<file path="config.mk">
export PLATFORM = sky130hd
export DESIGN_NAME = vic_int_responder
export DESIGN_NICKNAME = d
export VERILOG_FILES = /design/src/rtl/vic_pkg.sv /design/src/rtl/vic_sync.sv /design/src/rtl/vic_int_responder.sv
export SDC_FILE = /design/constraint.sdc
export NUM_CORES = 1
export LEC_CHECK = 0
export BUFFER_PORTS_ARGS = -buffer_cell sky130_fd_sc_hd__clkbuf_2
export CAP_MARGIN = 0
export CELL_PAD_IN_SITES_DETAIL_PLACEMENT = 1
export CELL_PAD_IN_SITES_GLOBAL_PLACEMENT = 1
export CORE_MARGIN = 1
export CORE_UTILIZATION = 30
export DETAILED_ROUTE_END_ITERATION = 8
export PLACE_DENSITY_LB_ADDON = 0.1
export SLEW_MARGIN = 15
export SYNTH_ARGS = -nofsm -noshare
export SYNTH_HDL_FRONTEND = slang
export SYNTH_HIERARCHICAL = 1
export SYNTH_SLANG_ARGS = --single-unit
</file>
<file path="constraint.sdc">
create_clock -name HCLK -period 2 [get_ports HCLK]
set_clock_uncertainty 0.1 [all_clocks]
set_input_delay 0.3 -clock HCLK [delete_from_list [all_inputs] [get_ports HCLK]]
set_output_delay 0.3 -clock HCLK [all_outputs]
set_load 0.02 [all_outputs]
</file>
<file path="src/rtl/vic_pkg.sv">
// Shared definitions for the VIC interrupt responder: FSM encoding,
// VIC register map constants, entry vectors and bus widths.
package vic_pkg;

    localparam int BUS_W = 32;
    localparam int VEC_W = 32;

    localparam logic [BUS_W-1:0] VIC_BASE_DEF     = 32'hFFFF_F000;
    localparam logic [BUS_W-1:0] VECTADDR_OFS_DEF = 32'h0000_0030;
    localparam logic [VEC_W-1:0] FIQ_VECTOR_DEF   = 32'h0000_001C;
    localparam logic [VEC_W-1:0] IRQ_DEFAULT_DEF  = 32'h0000_0018;

    typedef enum logic [2:0] {
        ST_IDLE     = 3'd0,
        ST_WAIT_BND = 3'd1,
        ST_VREAD    = 3'd2,
        ST_PRESENT  = 3'd3,
        ST_HOLDOFF  = 3'd4
    } vic_state_t;

endpackage

</file>
<file path="src/rtl/vic_sync.sv">
// Multi-flop synchronizer for one asynchronous request line.
module vic_sync #(
    parameter int SYNC_STAGES = 2
) (
    input  logic i_clk,
    input  logic i_rst_n,
    input  logic i_async,
    output logic o_sync
);

    logic [SYNC_STAGES-1:0] r_chain;

    // Shift the raw request through the chain; the last flop is the clean copy.
    always_ff @(posedge i_clk or negedge i_rst_n) begin
        if (!i_rst_n) r_chain <= '0;
        else          r_chain <= {r_chain[SYNC_STAGES-2:0], i_async};
    end

    assign o_sync = r_chain[SYNC_STAGES-1];

endmodule

</file>
<file path="src/rtl/vic_int_responder.sv">
// CPU-side responder for the VIC FIQ/IRQ request lines. Requests are
// synchronized and masked by CPSR F/I, then taken at an instruction
// boundary. FIQ uses a fixed vector; IRQ fetches VICVectAddr over the bus.
// The chosen entry is handed to the fetch unit via EntryValid/EntryAccept.
module vic_int_responder
    import vic_pkg::*;
#(
    parameter int                 SYNC_STAGES  = 2,
    parameter logic [BUS_W-1:0]   VIC_BASE     = VIC_BASE_DEF,
    parameter logic [BUS_W-1:0]   VECTADDR_OFS = VECTADDR_OFS_DEF,
    parameter logic [VEC_W-1:0]   FIQ_VECTOR   = FIQ_VECTOR_DEF,
    parameter logic [VEC_W-1:0]   IRQ_DEFAULT  = IRQ_DEFAULT_DEF,
    parameter int                 TIMEOUT      = 16
) (
    input  logic             HCLK,
    input  logic             HRESETn,
    input  logic             VICFIQRequest,
    input  logic             VICIRQRequest,
    input  logic             CPSR_F,
    input  logic             CPSR_I,
    input  logic             InstrBoundary,
    output logic             BusReq,
    output logic [BUS_W-1:0] BusAddr,
    input  logic [BUS_W-1:0] BusRData,
    input  logic             BusAck,
    input  logic             BusErr,
    output logic             EntryValid,
    output logic             EntryFIQ,
    output logic [VEC_W-1:0] EntryVector,
    input  logic             EntryAccept
);

    localparam int               CNT_W   = $clog2(TIMEOUT + 1);
    localparam logic [CNT_W-1:0] CNT_LAST = CNT_W'(TIMEOUT - 1);
    localparam logic [CNT_W-1:0] CNT_SAT  = CNT_W'(TIMEOUT);
    localparam logic [BUS_W-1:0] VECT_ADDR = VIC_BASE + VECTADDR_OFS;

    logic w_fiq_s, w_irq_s;
    logic w_fiq_q, w_irq_q, w_req, w_decide;

    vic_sync #(.SYNC_STAGES(SYNC_STAGES)) u_sync_fiq (
        .i_clk(HCLK), .i_rst_n(HRESETn), .i_async(VICFIQRequest), .o_sync(w_fiq_s)
    );

    vic_sync #(.SYNC_STAGES(SYNC_STAGES)) u_sync_irq (
        .i_clk(HCLK), .i_rst_n(HRESETn), .i_async(VICIRQRequest), .o_sync(w_irq_s)
    );

    assign w_fiq_q = w_fiq_s & ~CPSR_F;
    assign w_irq_q = w_irq_s & ~CPSR_I;
    assign w_req   = w_fiq_q | w_irq_q;

    vic_state_t       r_state;
    logic             r_bus_req;
    logic [BUS_W-1:0] r_bus_addr;
    logic             r_entry_valid;
    logic             r_entry_fiq;
    logic [VEC_W-1:0] r_entry_vec;
    logic [CNT_W-1:0] r_cnt;

    // A boundary decision is made when a boundary arrives while pending, or
    // when a fresh request coincides with the boundary in IDLE.
    assign w_decide = InstrBoundary &
                      (((r_state == ST_IDLE) & w_req) | (r_state == ST_WAIT_BND));

    // Main sequencer: boundary wait, vector read, present, post-accept holdoff.
    always_ff @(posedge HCLK or negedge HRESETn) begin
        if (!HRESETn) begin
            r_state       <= ST_IDLE;
            r_bus_req     <= 1'b0;
            r_bus_addr    <= '0;
            r_entry_valid <= 1'b0;
            r_entry_fiq   <= 1'b0;
            r_entry_vec   <= '0;
            r_cnt         <= '0;
        end else begin
            case (r_state)
                ST_IDLE, ST_WAIT_BND: begin
                    if (w_decide) begin
                        // FIQ re-evaluated here so it preempts a pending IRQ.
                        if (w_fiq_q) begin
                            r_state       <= ST_PRESENT;
                            r_entry_valid <= 1'b1;
                            r_entry_fiq   <= 1'b1;
                            r_entry_vec   <= FIQ_VECTOR;
                        end else if (w_irq_q) begin
                            r_state    <= ST_VREAD;
                            r_bus_req  <= 1'b1;
                            r_bus_addr <= VECT_ADDR;
                            r_cnt      <= '0;
                        end else begin
                            r_state <= ST_IDLE;  // spurious: request vanished
                        end
                    end else begin
                        r_state <= w_req ? ST_WAIT_BND : ST_IDLE;
                    end
                end
                ST_VREAD: begin
                    // A started read always completes; FIQ waits for HOLDOFF.
                    if (BusAck || (r_cnt == CNT_LAST)) begin
                        r_state       <= ST_PRESENT;
                        r_bus_req     <= 1'b0;
                        r_bus_addr    <= '0;
                        r_entry_valid <= 1'b1;
                        r_entry_fiq   <= 1'b0;
                        r_entry_vec   <= (BusAck && !BusErr) ? BusRData : IRQ_DEFAULT;
                    end else if (r_cnt != CNT_SAT) begin
                        r_cnt <= r_cnt + 1'b1;
                    end
                end
                ST_PRESENT: begin
                    if (EntryAccept) begin
                        r_state       <= ST_HOLDOFF;
                        r_entry_valid <= 1'b0;
                    end
                end
                ST_HOLDOFF: r_state <= ST_IDLE;  // let the CPSR mask update land
                default:    r_state <= ST_IDLE;
            endcase
        end
    end

    assign BusReq      = r_bus_req;
    assign BusAddr     = r_bus_addr;
    assign EntryValid  = r_entry_valid;
    assign EntryFIQ    = r_entry_fiq;
    assign EntryVector = r_entry_vec;

endmodule

</file>
Word-level counts from Yosys, hierarchy flattened. Cells that the tools add are included.

Register bits: 79. Latch bits: 0. Memory bits (writable): 0. Memory bits (read-only): 0. Output and inout bits: 67. Memories: 0.

Add/sub/neg operators: 1. Multiply operators: 0. Divide/modulo/power cells: 0. $lt $le $gt $ge: 0. Eq/ne operators: 13. Shift-type cells: 0. Multiplexer cells: 34. Bitwise logic cells: 8. Reduce and logical (&&, ||, !) cells: 12.

Operators with widths (count): 32-bit 2-to-1 mux (8); 32-bit case mux with 2 select lines (2); 5-bit 2-to-1 mux (5); 2-bit != test, second input constant (8); 5-bit case mux with 2 select lines (1); 5-bit AND reduction (2); 1-bit 2-to-1 mux (9); 3-bit 2-to-1 mux (3); 3-bit case mux with 3 select lines (1); 3-bit by 2-bit == test with 1-bit output, second input constant (2); 6-bit AND reduction (1); 5-bit by 1-bit adder with 5-bit output, second input constant (1); 5-bit by 4-bit == test with 1-bit output, second input constant (1); 5-bit != test, second input constant (1); 1-bit bitwise AND (4); 2-bit 2-to-1 mux (2); 1-bit case mux with 2 select lines (2); 4-bit AND reduction (1); 3-bit by 1-bit == test with 1-bit output, second input constant (1); 3-bit logical NOT (1); 1-bit case mux with 3 select lines (1); 3-bit nonzero test (1); 1-bit NOT (2); 1-bit bitwise OR (2); 6 further kinds (6).

Longest topological paths before layout. Gate-level depths: netlist of the first run.

Depth after elaboration: 8. Mapped depth: 8. Gate-level depth less buffers: 7.

Hierarchy. The synthesis of the first run kept the hierarchy.

Modules (own cells, without submodules): vic_int_responder (times used 1, cells each 179, area each 2055.7 µm²); vic_sync (times used 2, cells each 2, area each 50.0 µm²).

Worst setup path after synthesis of the first run. No wires, ideal clock.

Kind: flip-flop to flip-flop. From: register r_cnt[0]. To: register r_entry_vec[0], in the netlist EntryVector[0]. Data arrival time: 1.859 ns. Required time: 1.834 ns. Setup slack: -0.024 ns. Cell stages (with the launch flop): 9. Path buffers: 1. Clock period less this slack: 2.024 ns. Path through: dfrtp_1 ha_1 and3_1 ha_1 nor2_2 nor3b_2 o21bai_1 buf_2 a22o_1.

Word-level cells in the longest chain between the ends: 4.

Ends and longest elaborated chain: start, declared (line vic_int_responder.sv:59) `logic [CNT_W-1:0] r_cnt;`; start signal, assigned (line vic_int_responder.sv:108) `r_cnt <= r_cnt + 1'b1;`; 5-bit by 4-bit == test with 1-bit output (line vic_int_responder.sv:100) `if (BusAck || (r_cnt == CNT_LAST)) begin`; 1-bit logical OR (line vic_int_responder.sv:100); 2-bit != test (no source line); 4-bit AND reduction (no source line); end signal, assigned (line vic_int_responder.sv:106) `r_entry_vec <= (BusAck && !BusErr) ? BusRData : IRQ_DEFAULT;`; end, declared (line vic_int_responder.sv:58) `logic [VEC_W-1:0] r_entry_vec;`.

No other way between the ends. A chain may end at the register's enable or synchronous reset.

Final worst setup path of the first run.
From: register r_cnt[1]. To: register r_entry_vec[7], in the netlist EntryVector[7].

Same word-level chain as after synthesis.

==> impl_metrics.tcl, run 1 <==
set metrics [dict create \
    syn_area_per_cell_um2 11.8 \
    regArea_um2 1180 \
    core_um2 6870 \
    cts.sinks 47 \
    fin_nets 319 \
    cts_max_path_buffers 2 \
    path_class "flop to flop" \
    totalPowerFinal_mw 4.49 \
    floorplan.die_area_um2 7530 \
    dr_total_vias 1649 \
    num_rows 30 \
    irDropWorstVdd_v 0.000464 \
    setup_tns_ns 0 \
    synth-edff-count 0 \
    stdcell_count 370 \
    finalCritPeriodShare_pct 97.7 \
    insertion_delay_ns 0.30 \
    hpwlAfterDp_um 3640 \
    routabilityCongestion 0.707 \
    netlist_instances 183 \
    grt_pass1_wl_um 8010 \
    ant_nets 0 \
    crit_start "r_cnt[1]$_DFFE_PN0P_" \
    power_density_nw_per_um2 1570 \
    netlist.area_leader.share_pct 54.6 \
    dp.cells 356 \
    critPathSlowestCell "dfrtp_1" \
    critPathRequiredTime_ns 2.09 \
    gr-total-overflow 0 \
    grt_max_degree 48 \
    die_width_um 86.8 \
    drtIter0Drc 45 \
    synthTopCellsByArea "dfrtp_1 55%, a22o_1 13%, buf_4 11%" \
    holdCritPathClass "input port to async pin" \
    nFillCells 788 \
    timing.rr.end "EntryVector[7]$_DFFE_PN0P_" \
    cts_tree "built" \
    first_global_vias 1624 \
    yosys_warnings 6 \
    syn_to_final_growth_pct 32.8 \
    drv_cap 0 \
    period_needed_ns 1.95 \
    worst_hold_slack_ns -0.0153 \
    drc_errors 0 \
    worst-path-max-fanout 8 \
    worstPathCellList "ha_2 -> and3_4 -> ha_4 -> nor2_4 -> nor3b_4 -> o21bai_4 -> clkbuf_16 -> a22o_1" \
    ys.flop_type "dfrtp_1" \
    regToRegSetupSlack_ns 0.05 \
    portBuffers 98 \
    rr_worst_depth 8 \
    post_drt_wl_per_cell_um 14.5 \
    start_util_pct 31.4 \
    async_reset_ff_share_pct 100 \
    finalHoldViolCount 17 \
    grt_use_total_pct 14.0 \
    syn_area_um2 2160 \
    drive_above_1_share_pct 47.8 \
    worst_pin_slew_ns 0.615 \
    fmax_mhz 512 \
    setup_viol 0 \
    wl_um 5370 \
    die_h_um 86.8 \
    ys_ff_latch 47 \
    crit_arrival_ns 2.04 \
    io_pins 109 \
    status "finished, violations left" \
    critPathCaptureType "flop" \
    rsz0062_at_grt "true" \
    p_leak_nw 1.54 \
    utilization_pct 41.7 \
    htree_num_levels 2 \
    via_per_inst 4.46 \
    antenna_found_initial 0 \
    r2r_start "r_cnt[1]$_DFFE_PN0P_" \
    violations "hold timing" \
    slowest_delay_ns 0.40 \
    critPathBufInv 1 \
    synth_largest_area_cell "dfrtp_1" \
    ys_types 33 \
    numCtsBuffers 5 \
    maxSlewViolCount 0 \
    firstDrtPassIters 4 \
    cts_root_buf "clkbuf_8" \
    cp-start-kind "flop" \
    diodes 0 \
    clk_pin_slew_ns 0.09 \
    max_slew_margin_pct 59.0 \
    yosysSeqAreaShare_pct 54.6 \
    multi_input_area_um2 737 \
    crit_family "simple AND/OR/NAND/NOR gates" \
]
## worst reg2reg max path, stage by stage (launching register included)
cell	delay [ns]
dfrtp_1	0.40
ha_2	0.21
and3_4	0.18
ha_4	0.15
nor2_4	0.04
nor3b_4	0.22
o21bai_4	0.14
clkbuf_16	0.20
a22o_1	0.23
## placed cells by master, fill, tap and decap left out, types with 2 or more instances in the layout
cell,instances
nor2b_1,3
a21oi_1,5
dfrtp_1,47
nor3b_4,2
buf_4,10
nor2_1,3
nand2b_1,3
dlygate4sd3_1,2
nand3_1,6
clkbuf_2,98
clkbuf_8,5
conb_1,10
clkbuf_16,2
a31oi_1,2
inv_1,10
o21ai_0,5
buf_12,2
a22o_1,31
nand3b_1,2
nand2_1,4
## cells in the mapped netlist (2+ instances only)
cell type  number
and3_1          2
dfrtp_1        47
inv_1          10
nand2_1         4
nor2b_1         3
ha_1            3
buf_4          32
a22o_1         31
buf_2           7
nor2_1          3
a21oi_1         5
nand3_1         6
a31oi_1         2
o21bai_1        2
o21ai_0         5
nand3b_1        2
nand2b_1        3
## worst max-delay path by stage
stage | cells after the start | to | slack, ns
2_1_floorplan | 8 | EntryVector[0]$_DFFE_PN0P_ | 0.07
3_3_place_gp | 7 | EntryValid$_DFFE_PN0P_ | 0.09
3_5_place_dp | 7 | EntryValid$_DFFE_PN0P_ | 0.06
4_1_cts | 8 | EntryVector[17]$_DFFE_PN0P_ | 0.04
5_1_grt | 8 | EntryVector[18]$_DFFE_PN0P_ | -0.04
6_report | 8 | EntryVector[7]$_DFFE_PN0P_ | 0.05
## flip-flops by register name, indices dropped and copies added (netlist names)
| name | flops |
|---|---|
| BusAddr | 1 |
| EntryFIQ | 1 |
| EntryValid | 1 |
| EntryVector | 32 |
| r_cnt | 5 |
| r_state | 3 |
| u_sync_fiq/r_chain | 2 |
| u_sync_irq/r_chain | 2 |
## routing by layer
layer | part of all wire [%] | routed length [um] | GRT usage (%) | vias to the layer above
met5 | 0 | 0 | 0 | -
met4 | 1.3 | 68 | 5.00 | 0
met3 | 6.3 | 341 | 3.71 | 5
met2 | 46 | 2460 | 21.8 | 72
met1 | 47 | 2500 | 18.7 | 794
li1 | - | - | - | 778
## layout make-up
cell class | count | share of cell area [%]
timing repair buffer | 115 | 24.0
clock inverter | 2 | 1.31
inverter | 10 | 1.31
sequential | 47 | 41.1
tap | 96 | 4.19
multi-input combinational | 95 | 25.7
clock buffer | 5 | 2.40
## repair_timing
item	4_1_cts	5_1_grt
endpoints found under the setup margin	0	29
hold buffers	2	0
resized for setup	0	8
buffers inserted	0	2
endpoints found under the hold margin	2	0
## logic make-up after synthesis
group	share of synthesized area [%]
buffers and inverters	15.0
AO/OA/AOI/OAI	18.5
adder cells (fa/ha/maj)	1.74
flip-flops	54.6
AND/OR/NAND/NOR	9.98
other	0.174
## where the power goes
part	internal (mW)	switching (mW)	leakage, nW
Combinational	0.905	1.29	0.884
Clock	0.366	0.320	0.0502
Sequential	1.31	0.290	0.603
## stage by stage
stage	instance area, um2	setup slack, ns
6_report	2860	0.0468
3_3_place_gp	2620	0.0932
3_5_place_dp	2620	0.0629
2_1_floorplan	2190	0.0717
4_1_cts	2740	0.0420
5_1_grt	2860	-0.0357
Power figures use the tool's default switching activity.
==> run 2, diff against run 1 <==
--- a/config.mk
+++ b/config.mk
@@ -9,6 +9,7 @@
 export CAP_MARGIN = 0
 export CELL_PAD_IN_SITES_DETAIL_PLACEMENT = 1
 export CELL_PAD_IN_SITES_GLOBAL_PLACEMENT = 1
+export CORE_ASPECT_RATIO = 0.75
 export CORE_MARGIN = 1
 export CORE_UTILIZATION = 30
 export DETAILED_ROUTE_END_ITERATION = 8
==> run 2 against run 1 <==
  * The run now ends clean
  * Clock-buffer cell count unchanged
  * Die area hardly changed
  * Clock power down 14%
  * Design area decreased by 3.8%
  * Critical path depth is 1 lower
  * Non-clock buffer count is 4 lower
==> impl_metrics.tcl, run 2 (same netlist as run 1, synthesis figures left out) <==
set metrics [dict create \
    cts.sinks 47 \
    dp.cells 358 \
    cp-start-kind "flop" \
    grt_max_degree 34 \
    die_width_um 99.9 \
    ant_nets 0 \
    p_sw_share_pct 44.0 \
    drive_above_1_share_pct 46.1 \
    multi_input_area_um2 706 \
    finalHoldViolCount 0 \
    drc_errors 0 \
    first_global_vias 1559 \
    p_leak_nw 1.49 \
    syn_to_final_growth_pct 27.9 \
    critPathSlowestCell "dfrtp_1" \
    switching_power_mw 1.87 \
    routabilityCongestion 0.728 \
    setup_viol 0 \
    worst-path-max-fanout 4 \
    status "complete, no violations" \
    floorplan.die_area_um2 7530 \
    max_slew_margin_pct 60.5 \
    holdCritPathClass "input port to flop" \
    wl_um 4970 \
    start_util_pct 31.4 \
    cts_root_buf "clkbuf_8" \
    p_clk_share_pct 13.9 \
    firstDrtPassIters 3 \
    final_cell_mix "98 x clkbuf_2, 47 x dfrtp_1, 31 x a22o_1" \
    clk_pin_slew_ns 0.10 \
    core_um2 6860 \
    io_pins 109 \
    rsz0062_at_grt "false" \
    critPathRequiredTime_ns 2.09 \
    grt_use_total_pct 13.6 \
    insertion_delay_ns 0.29 \
    portBuffers 98 \
    finalCritPeriodShare_pct 94.8 \
    p_int_mw 2.38 \
    cts_max_path_buffers 2 \
    critPathCaptureType "flop" \
    post_drt_wl_per_cell_um 13.5 \
    worstPathCellList "ha_1 -> and3_1 -> ha_2 -> or3_4 -> a31oi_1 -> nor2_1 -> o22a_1" \
    via_per_inst 4.32 \
    period_needed_ns 1.90 \
    dr_total_vias 1594 \
    antenna_found_initial 0 \
    drv_cap 0 \
    worst_pin_slew_ns 0.593 \
    maxSlewViolCount 0 \
    totalPowerFinal_mw 4.25 \
    gr-total-overflow 0 \
    largest_register_ffs 32 \
    final_common_cell "clkbuf_2" \
    fmax_mhz 527 \
    path_class "flop to flop" \
    crit_arrival_ns 1.99 \
    fin_nets 315 \
    nFillCells 789 \
    htree_num_levels 2 \
    regArea_um2 1180 \
    drtIter0Drc 44 \
    num_rows 26 \
    irDropWorstVdd_v 0.000420 \
    pwr-share-comb_pct 48.6 \
    setup_tns_ns 0 \
    stdcell_count 369 \
    utilization_pct 40.2 \
    hpwlAfterDp_um 3640 \
    p_seq_share_pct 37.5 \
    power_density_nw_per_um2 1540 \
    numCtsBuffers 5 \
    die_h_um 75.4 \
    post_cts_buffers 0 \
    diodes 0 \
    grt_pass1_wl_um 7800 \
    slowest_delay_ns 0.39 \
    cts_tree "built" \
]
-- run 2: critical path, delay by kind of cell (launching register included) --
| family | cells | cell delay, ns |
|---|---|---|
| compound gates | 2 | 0.32 |
| fa+ha+maj | 2 | 0.42 |
| flops | 1 | 0.39 |
| simple gates | 3 | 0.55 |
-- run 2: what timing repair did --
item	CTS	global route
resized for setup	0	3
endpoints found under the setup margin	0	6
endpoints found under the hold margin	18	0
hold buffers	3	0
-- run 2: cell type report --
class,count,area share (%)
well taps,98,4.45
multi-input cells,95,25.6
repair buffers,111,22.5
clock buffers,5,2.50
clock inverters,3,0.908
inverters,10,1.36
flip-flops and latches,47,42.7
-- run 2: worst paths after layout --
kind	start	end	slack, ns	depth (start not counted)
min reg2reg	u_sync_fiq/r_chain[0]$_DFF_PN0_	u_sync_fiq/r_chain[1]$_DFF_PN0_	0.25	0
max in group asynchronous	HRESETn	EntryVector[28]$_DFFE_PN0P_	0.90	3
min	BusRData[0]	EntryVector[0]$_DFFE_PN0P_	0.10	2
max	r_cnt[0]$_DFFE_PN0P_	EntryValid$_DFFE_PN0P_	0.10	7
max reg2reg	r_cnt[0]$_DFFE_PN0P_	EntryValid$_DFFE_PN0P_	0.10	7
min in group asynchronous	HRESETn	EntryVector[11]$_DFFE_PN0P_	0.36	2
-- run 2: metrics by stage --
stage	hold WS [ns]	cell area, um2	worst slack (ns)
3_3_place_gp	0.174	2620	0.0879
5_1_grt	0.0902	2760	0.0129
3_5_place_dp	0.173	2620	0.0519
6_report	0.105	2760	0.104
4_1_cts	0.0901	2740	0.0304
2_1_floorplan	-0.0956	2190	0.0717
-- run 2: layer usage --
layer	global-route usage (%)	up-vias	part of all wire (%)
met5	0	-	0
met4	3.92	0	0.56
met3	4.04	2	7.3
met2	19.7	71	41
met1	19.7	744	51
li1	-	777	-
-- run 2: power groups by stage --
stage	Clock [mW]	Combinational (mW)	Sequential, mW
floorplan	0	1.22	1.96
global placement	0	2.06	1.61
detailed placement	0	2.08	1.61
CTS	0.621	2.09	1.60
global route	0.662	2.24	1.66
finish	0.591	2.06	1.59
